## src/rtl/display_pkg.sv

```systemverilog
// display_pkg -- shared definitions for the display scan controller.
//   scan_state_e : controller state encoding (CLEAR, BLANK, SCAN)
//   MSG_LEN      : number of message slots
//   DIGITS       : number of 7-segment digits on the display
//   BLANK_CYCLES : all-off cycles inserted before each lit slot when the
//                  anti-ghosting gap is built in
//   CHAR_BLANK   : character code driven when nothing is lit / after clear
package display_pkg;
    localparam int         MSG_LEN      = 16;
    localparam int         DIGITS       = 4;
    localparam int         BLANK_CYCLES = 2;
    localparam logic [3:0] CHAR_BLANK   = 4'h0;

    typedef enum logic [1:0] {
        CLEAR = 2'd0,
        BLANK = 2'd1,
        SCAN  = 2'd2
    } scan_state_e;
endpackage

```

## src/rtl/scan_timer.sv

```systemverilog
// scan_timer -- slot / blank / frame timing for the display scan controller.
// Ports:
//   clk, reset     : clock, synchronous active-high reset
//   scan_active    : controller is in SCAN (count DIGIT_CYCLES per slot)
//   blank_active   : controller is in BLANK (count BLANK_CYCLES)
//   last_digit     : digit 0 is the one currently lit
//   scroll_en      : allow the frame counter to advance
//   slot_done      : pulse in the last cycle of a lit slot
//   blank_done     : pulse in the last cycle of a blank gap
//   frame_done     : pulse when the SCROLL_FRAMES-th counted frame ends
//                    (i.e. the scroll offset must step at this edge)
module scan_timer #(
    parameter int DIGIT_CYCLES  = 16,
    parameter int SCROLL_FRAMES = 64
) (
    input  logic clk,
    input  logic reset,
    input  logic scan_active,
    input  logic blank_active,
    input  logic last_digit,
    input  logic scroll_en,
    output logic slot_done,
    output logic blank_done,
    output logic frame_done
);
    import display_pkg::*;

    localparam int CW = $clog2(DIGIT_CYCLES);
    localparam int FW = (SCROLL_FRAMES > 1) ? $clog2(SCROLL_FRAMES) : 1;

    logic [CW-1:0] cnt_q, cnt_d;
    logic [FW-1:0] frame_q, frame_d;
    logic          frame_end;

    always_comb begin
        slot_done  = scan_active  && (cnt_q == CW'(DIGIT_CYCLES - 1));
        blank_done = blank_active && (cnt_q == CW'(BLANK_CYCLES - 1));
        frame_end  = slot_done && last_digit;
        frame_done = frame_end && scroll_en && (frame_q == FW'(SCROLL_FRAMES - 1));

        // One counter serves both lit slots and blank gaps; it restarts at
        // every slot/gap boundary and idles at zero otherwise.
        cnt_d = '0;
        if ((scan_active || blank_active) && !slot_done && !blank_done)
            cnt_d = cnt_q + CW'(1);

        // Frames are only counted while scrolling is enabled, so the count
        // freezes together with the offset when scroll_en is low.
        frame_d = frame_q;
        if (frame_end && scroll_en)
            frame_d = frame_done ? '0 : frame_q + FW'(1);
    end

    always_ff @(posedge clk) begin
        if (reset) begin
            cnt_q   <= '0;
            frame_q <= '0;
        end else begin
            cnt_q   <= cnt_d;
            frame_q <= frame_d;
        end
    end
endmodule

```

## src/rtl/display_scan_controller.sv

```systemverilog
// display_scan_controller -- scrolling 4-digit multiplexed LED message display.
// Holds a 16 x 4-bit message and a scroll offset; scans digits 3,2,1,0 lighting
// msg[(offset + 3 - k) mod 16] on digit k, stepping the offset every
// SCROLL_FRAMES frames while scroll_en is high.
// Ports:
//   clk, reset          : clock, synchronous active-high reset
//   wr_en/wr_addr/wr_char, wr_ready : message write port (ready low in CLEAR)
//   scroll_en           : enables offset advance
//   an3..an0            : active-low digit anodes (an3 leftmost), registered
//   char                : code of the lit digit, registered with the anodes
// Build option: define DISPLAY_SCAN_BLANK_GAP_EN to insert BLANK_CYCLES
// all-off cycles before every lit slot (anti-ghosting).
module display_scan_controller #(
    parameter int DIGIT_CYCLES  = 16,
    parameter int SCROLL_FRAMES = 64
) (
    input  logic       clk,
    input  logic       reset,
    input  logic       wr_en,
    input  logic [3:0] wr_addr,
    input  logic [3:0] wr_char,
    output logic       wr_ready,
    input  logic       scroll_en,
    output logic       an3,
    output logic       an2,
    output logic       an1,
    output logic       an0,
    output logic [3:0] char
);
    import display_pkg::*;

`ifdef DISPLAY_SCAN_BLANK_GAP_EN
    localparam scan_state_e SLOT_ENTRY = BLANK;
`else
    localparam scan_state_e SLOT_ENTRY = SCAN;
`endif

    scan_state_e state_q, state_d;
    logic [3:0]  clr_idx_q, clr_idx_d;
    logic [3:0]  offset_q, offset_d;
    logic [1:0]  digit_q, digit_d;
    logic [3:0]  msg_q [MSG_LEN];
    logic [3:0]  msg_d [MSG_LEN];
    logic [3:0]  an_q, an_d;
    logic [3:0]  char_q, char_d;
    logic [3:0]  idx_d;
    logic        wr_acc;
    logic        slot_done, blank_done, frame_done;

    scan_timer #(
        .DIGIT_CYCLES  (DIGIT_CYCLES),
        .SCROLL_FRAMES (SCROLL_FRAMES)
    ) u_timer (
        .clk          (clk),
        .reset        (reset),
        .scan_active  (state_q == SCAN),
        .blank_active (state_q == BLANK),
        .last_digit   (digit_q == 2'd0),
        .scroll_en    (scroll_en),
        .slot_done    (slot_done),
        .blank_done   (blank_done),
        .frame_done   (frame_done)
    );

    assign wr_ready = (state_q != CLEAR);
    assign wr_acc   = wr_en && wr_ready;

    always_comb begin
        state_d   = state_q;
        clr_idx_d = clr_idx_q;
        digit_d   = digit_q;
        offset_d  = offset_q;
        msg_d     = msg_q;

        case (state_q)
            CLEAR: begin
                msg_d[clr_idx_q] = CHAR_BLANK;
                clr_idx_d        = clr_idx_q + 4'd1;
                if (clr_idx_q == 4'(MSG_LEN - 1)) begin
                    state_d = SLOT_ENTRY;
                    digit_d = 2'(DIGITS - 1);
                end
            end
            BLANK: begin
                if (blank_done)
                    state_d = SCAN;
            end
            SCAN: begin
                if (slot_done) begin
                    digit_d = digit_q - 2'd1;   // 0 wraps back to 3
                    state_d = SLOT_ENTRY;
                end
            end
            default: state_d = CLEAR;
        endcase

        if (wr_acc)
            msg_d[wr_addr] = wr_char;
        if (frame_done)
            offset_d = offset_q + 4'd1;

        // Outputs are computed from next-state values so anodes and char
        // land on the same edge. Reading msg_d forwards a write accepted
        // this cycle, so the new char appears on the very next cycle.
        idx_d = offset_d + 4'd3 - {2'b00, digit_d};
        if (state_d == SCAN) begin
            an_d   = ~(4'b0001 << digit_d);
            char_d = msg_d[idx_d];
        end else begin
            an_d   = 4'hF;
            char_d = CHAR_BLANK;
        end
    end

    always_ff @(posedge clk) begin
        if (reset) begin
            state_q   <= CLEAR;
            clr_idx_q <= '0;
            offset_q  <= '0;
            digit_q   <= 2'(DIGITS - 1);
            an_q      <= 4'hF;
            char_q    <= CHAR_BLANK;
        end else begin
            state_q   <= state_d;
            clr_idx_q <= clr_idx_d;
            offset_q  <= offset_d;
            digit_q   <= digit_d;
            an_q      <= an_d;
            char_q    <= char_d;
        end
    end

    // Message storage is not reset; CLEAR zeroes it right after reset.
    always_ff @(posedge clk) begin
        msg_q <= msg_d;
    end

    assign {an3, an2, an1, an0} = an_q;
    assign char = char_q;
endmodule

```

## config.mk

```make
export PLATFORM = sky130hd
export DESIGN_NAME = display_scan_controller
export DESIGN_NICKNAME = d
export VERILOG_FILES = /design/src/rtl/display_pkg.sv /design/src/rtl/scan_timer.sv /design/src/rtl/display_scan_controller.sv
export SDC_FILE = /design/constraint.sdc
export NUM_CORES = 1
export LEC_CHECK = 0
export CAP_MARGIN = 20
export CORE_MARGIN = 2
export CORE_UTILIZATION = 35
export DETAILED_ROUTE_END_ITERATION = 12
export MAX_ROUTING_LAYER = met4
export SKIP_LAST_GASP = 1
export SYNTH_ARGS = -nofsm -noshare
export SYNTH_HDL_FRONTEND = slang
export SYNTH_HIERARCHICAL = 1
export SYNTH_SLANG_ARGS = --single-unit
```

## constraint.sdc

```tcl
create_clock -name clk -period 5.05 [get_ports clk]
set_input_delay 1.01 -clock clk [delete_from_list [all_inputs] [get_ports clk]]
set_output_delay 1.01 -clock clk [all_outputs]
set_load 0.05 [all_outputs]
```

==> flow_summary.ini <==
[placement]
dp_hpwl_um = 9919
gp_congestion = 0.9426
numPortBuffers = 20
place_ws_ns = 0.3570
dp.cells = 706

[run]
cap_violations = 0

[power]
p_int_mw = 1.162
combPwrFrac_pct = 6.2
swShare_pct = 23.41
p_clk_share_pct = 43.7
ir_worst_vdd_v = 0.0001456
power_frac_seq_pct = 50.1
powerDensity_nw_per_um2 = 283.4
power_leakage_nw = 2.042
power_mw = 1.517
switchingPower_mw = 0.3553

[global_routing]
grt_max_degree = 25
grt_pass1_wl_um = 22070
grt_pass1_vias = 4065
overflow = 0
antenna_found_initial = 0
grt_usage_pct = 20.51

[layout]
multi_input_area_um2 = 2565
regArea_um2 = 1882
nets = 566
finalNonFillerCells = 721
post_route_cells_drive_above_1_share_pct = 8.807
area_growth_pct = 14.87
final_cell_mix = dfxtp_1 (94), nand2_1 (58), a22o_1 (40), nand3_1 (26), nor2_1 (24)
fillers = 1337
diodes = 0
final_common_cell = dfxtp_1

[drt]
vias = 4323
drt_iter0_markers = 435
avgRoutedWirePerCell_um = 19.16
drt-total-wl_um = 13810
drc = 0
ant_nets = 0
dr.pass1.iters = 5
viasPerCell = 5.996

[clock_tree]
cts-root-buf = clkbuf_16
path_clk_slew_ns = 0.07
cts_tree = built
htree_levels = 3
ctsResizeCount = 0
clock_sinks = 94
cts_setup_buffers = 0
holdBufCountCts = 0
clkLatencyLatePin_ns = 0.36
cts_buffers = 9
clock_path_buffers = 2

[synth]
synth_simple_gate_area_share_pct = 21.40
yosysWarnings = 6
netlist_instances = 522
synth.distinct_cells = 69
postSynthAreaPerCell_um2 = 8.929
synth_top_family_by_area = compound AO/OA/AOI/OAI gates
synthMuxAreaShare_pct = 1.342
syn-num-nets = 547
netlist_area_um2 = 4661
synth_compound_area_share_pct = 26.58
synthFlopType = dfxtp_1
synth-seq-cells = 94
synthXorXnorAreaFrac_pct = 2.067
async_flop_share_pct = 0
synth_edf_count = 0
synth_seq_area_share_pct = 40.38
yosys.area_share.adder_pct = 3.651

[timing]
rsz0062_at_grt = no
hold_violations = 0
worstMarginPinSlew_ns = 0.9931
fmax_mhz = 227.3
setup_slack_ns = 0.6501
period_needed_ns = 4.400
final-setup-viol-count = 0
skew_ns = 0.01229
slew_violations = 0
finalSetupTns_ns = 0
slew_headroom_pct = 33.59
finalCritPeriodShare_pct = 87.13

[worst_setup_path]
rr_worst_depth = 12
cp-end-kind = flip-flop
path_max_fanout = 13
cp.arrival_ns = 4.66
crit_type = in2reg
timing.rr.start = state_q[1]
reg2reg_to = char[1]
r2r_slack_ns = 0.65
startpoint_type = input port
required_ns = 5.31

[min_path]
min_delay_path_depth = 1
hold_end = msg_q[40]
hold_path_startpoint = msg_q[40]
worstHoldPathType = reg2reg

[floorplanning]
die_area_um2 = 14260
start_util_pct = 35.48
core_area_um2 = 13140
die_h_um = 119.4
boundaryPins = 21
die_w_um = 119.4
rows = 42

[status]
outcome = finished clean
==> stage by stage <==
| step | hold WS (ns) | instance area (um2) | util [%] |
|---|---|---|---|
| 4_1_cts | 0.4562 | 5354 | 40.75 |
| 6_report | 0.4571 | 5354 | 40.75 |
| 3_3_place_gp | 0.4366 | 5072 | 38.61 |
| 2_1_floorplan | 0.4248 | 4661 | - |
| 5_1_grt | 0.4815 | 5354 | 40.75 |
| 3_5_place_dp | 0.4420 | 5072 | 38.61 |
==> worst max-delay path, stage by stage <==
cell	delay (ns)
clkdlybuf4s50_1	0.51
nand3_1	0.16
nor3_1	0.26
mux2_2	0.40
ha_1	0.30
ha_1	0.47
xnor2_1	0.45
nand3_1	0.20
o41ai_1	0.30
a31oi_1	0.10
a32o_1	0.29
o41ai_1	0.22
==> sequential cells by signal (all words and copies together) (netlist names) <==
name,cells
u_timer/frame_q,6
offset_q,4
clr_idx_q,4
digit_q,2
state_q,2
msg_q,64
an_q,4
u_timer/cnt_q,4
char,4
==> per-layer routing <==
layer | global-route usage, % | share of wire, % | up-vias
li1 | - | - | 2023
met5 | - | 0 | -
met1 | 26.89 | 45 | 2060
met3 | 5.412 | 8.1 | 33
met2 | 29.78 | 44 | 207
met4 | 8.897 | 2.5 | 0
==> layout make-up <==
cell class	instances	share of cell area (%)
multi-input cells	378	47.91
flip-flops and latches	94	35.15
repair buffers	36	5.983
clock buffers	11	4.347
well taps	176	4.113
inverters	22	1.589
clock inverters	4	0.9114
==> synth_stat cells (5+ instances only) <==
cell type	count	area [um2]
a21oi_1	20	100.1
a221o_1	6	60.06
a221oi_1	8	70.07
a22o_1	40	350.3
a31oi_1	12	75.07
a32o_1	7	70.07
a32oi_1	9	78.83
and3_1	6	37.54
buf_2	7	35.03
clkbuf_1	16	60.06
dfxtp_1	94	1882
ha_1	12	150.1
inv_1	21	78.83
nand2_1	58	217.7
nand3_1	26	130.1
nand4_1	5	31.28
nor2_1	24	90.09
nor2b_1	12	75.07
nor3_1	11	55.05
nor4_1	6	37.54
o21ai_0	23	115.1
or3_1	5	31.28
xnor2_1	6	52.55
xor2_1	5	43.79
==> power groups by stage <==
stage | clock network [mW] | logic (mW) | registers, mW
after floorplan | 0 | 0.0549 | 0.773
after global placement | 0 | 0.0916 | 0.776
after detailed placement | 0 | 0.0921 | 0.776
after CTS | 0.681 | 0.0924 | 0.759
after global routing | 0.707 | 0.101 | 0.760
final | 0.664 | 0.0938 | 0.760
==> cells by family (layout without fill, tap and decap cells) <==
group | Yosys count | count (layout)
xor+xnor | 11 | 11
fa+ha+maj | 13 | 13
compound gates | 162 | 162
mux | 6 | 6
buf+inv | 50 | 73
simple gates | 186 | 186
flops | 94 | 94
==> how the worst max path moves through the flow <==
stage          slack (ns)  cells past startpoint       to       start
2_1_floorplan        1.14                     11  char[3]   scroll_en
3_3_place_gp         0.45                     12  char[1]   scroll_en
3_5_place_dp         0.36                     12  char[1]   scroll_en
4_1_cts              0.71                     12  char[1]   scroll_en
5_1_grt              0.27                     12  char[1]  state_q[1]
6_report             0.65                     12  char[1]   scroll_en
No activity file was read; power rests on OpenSTA's default activity.
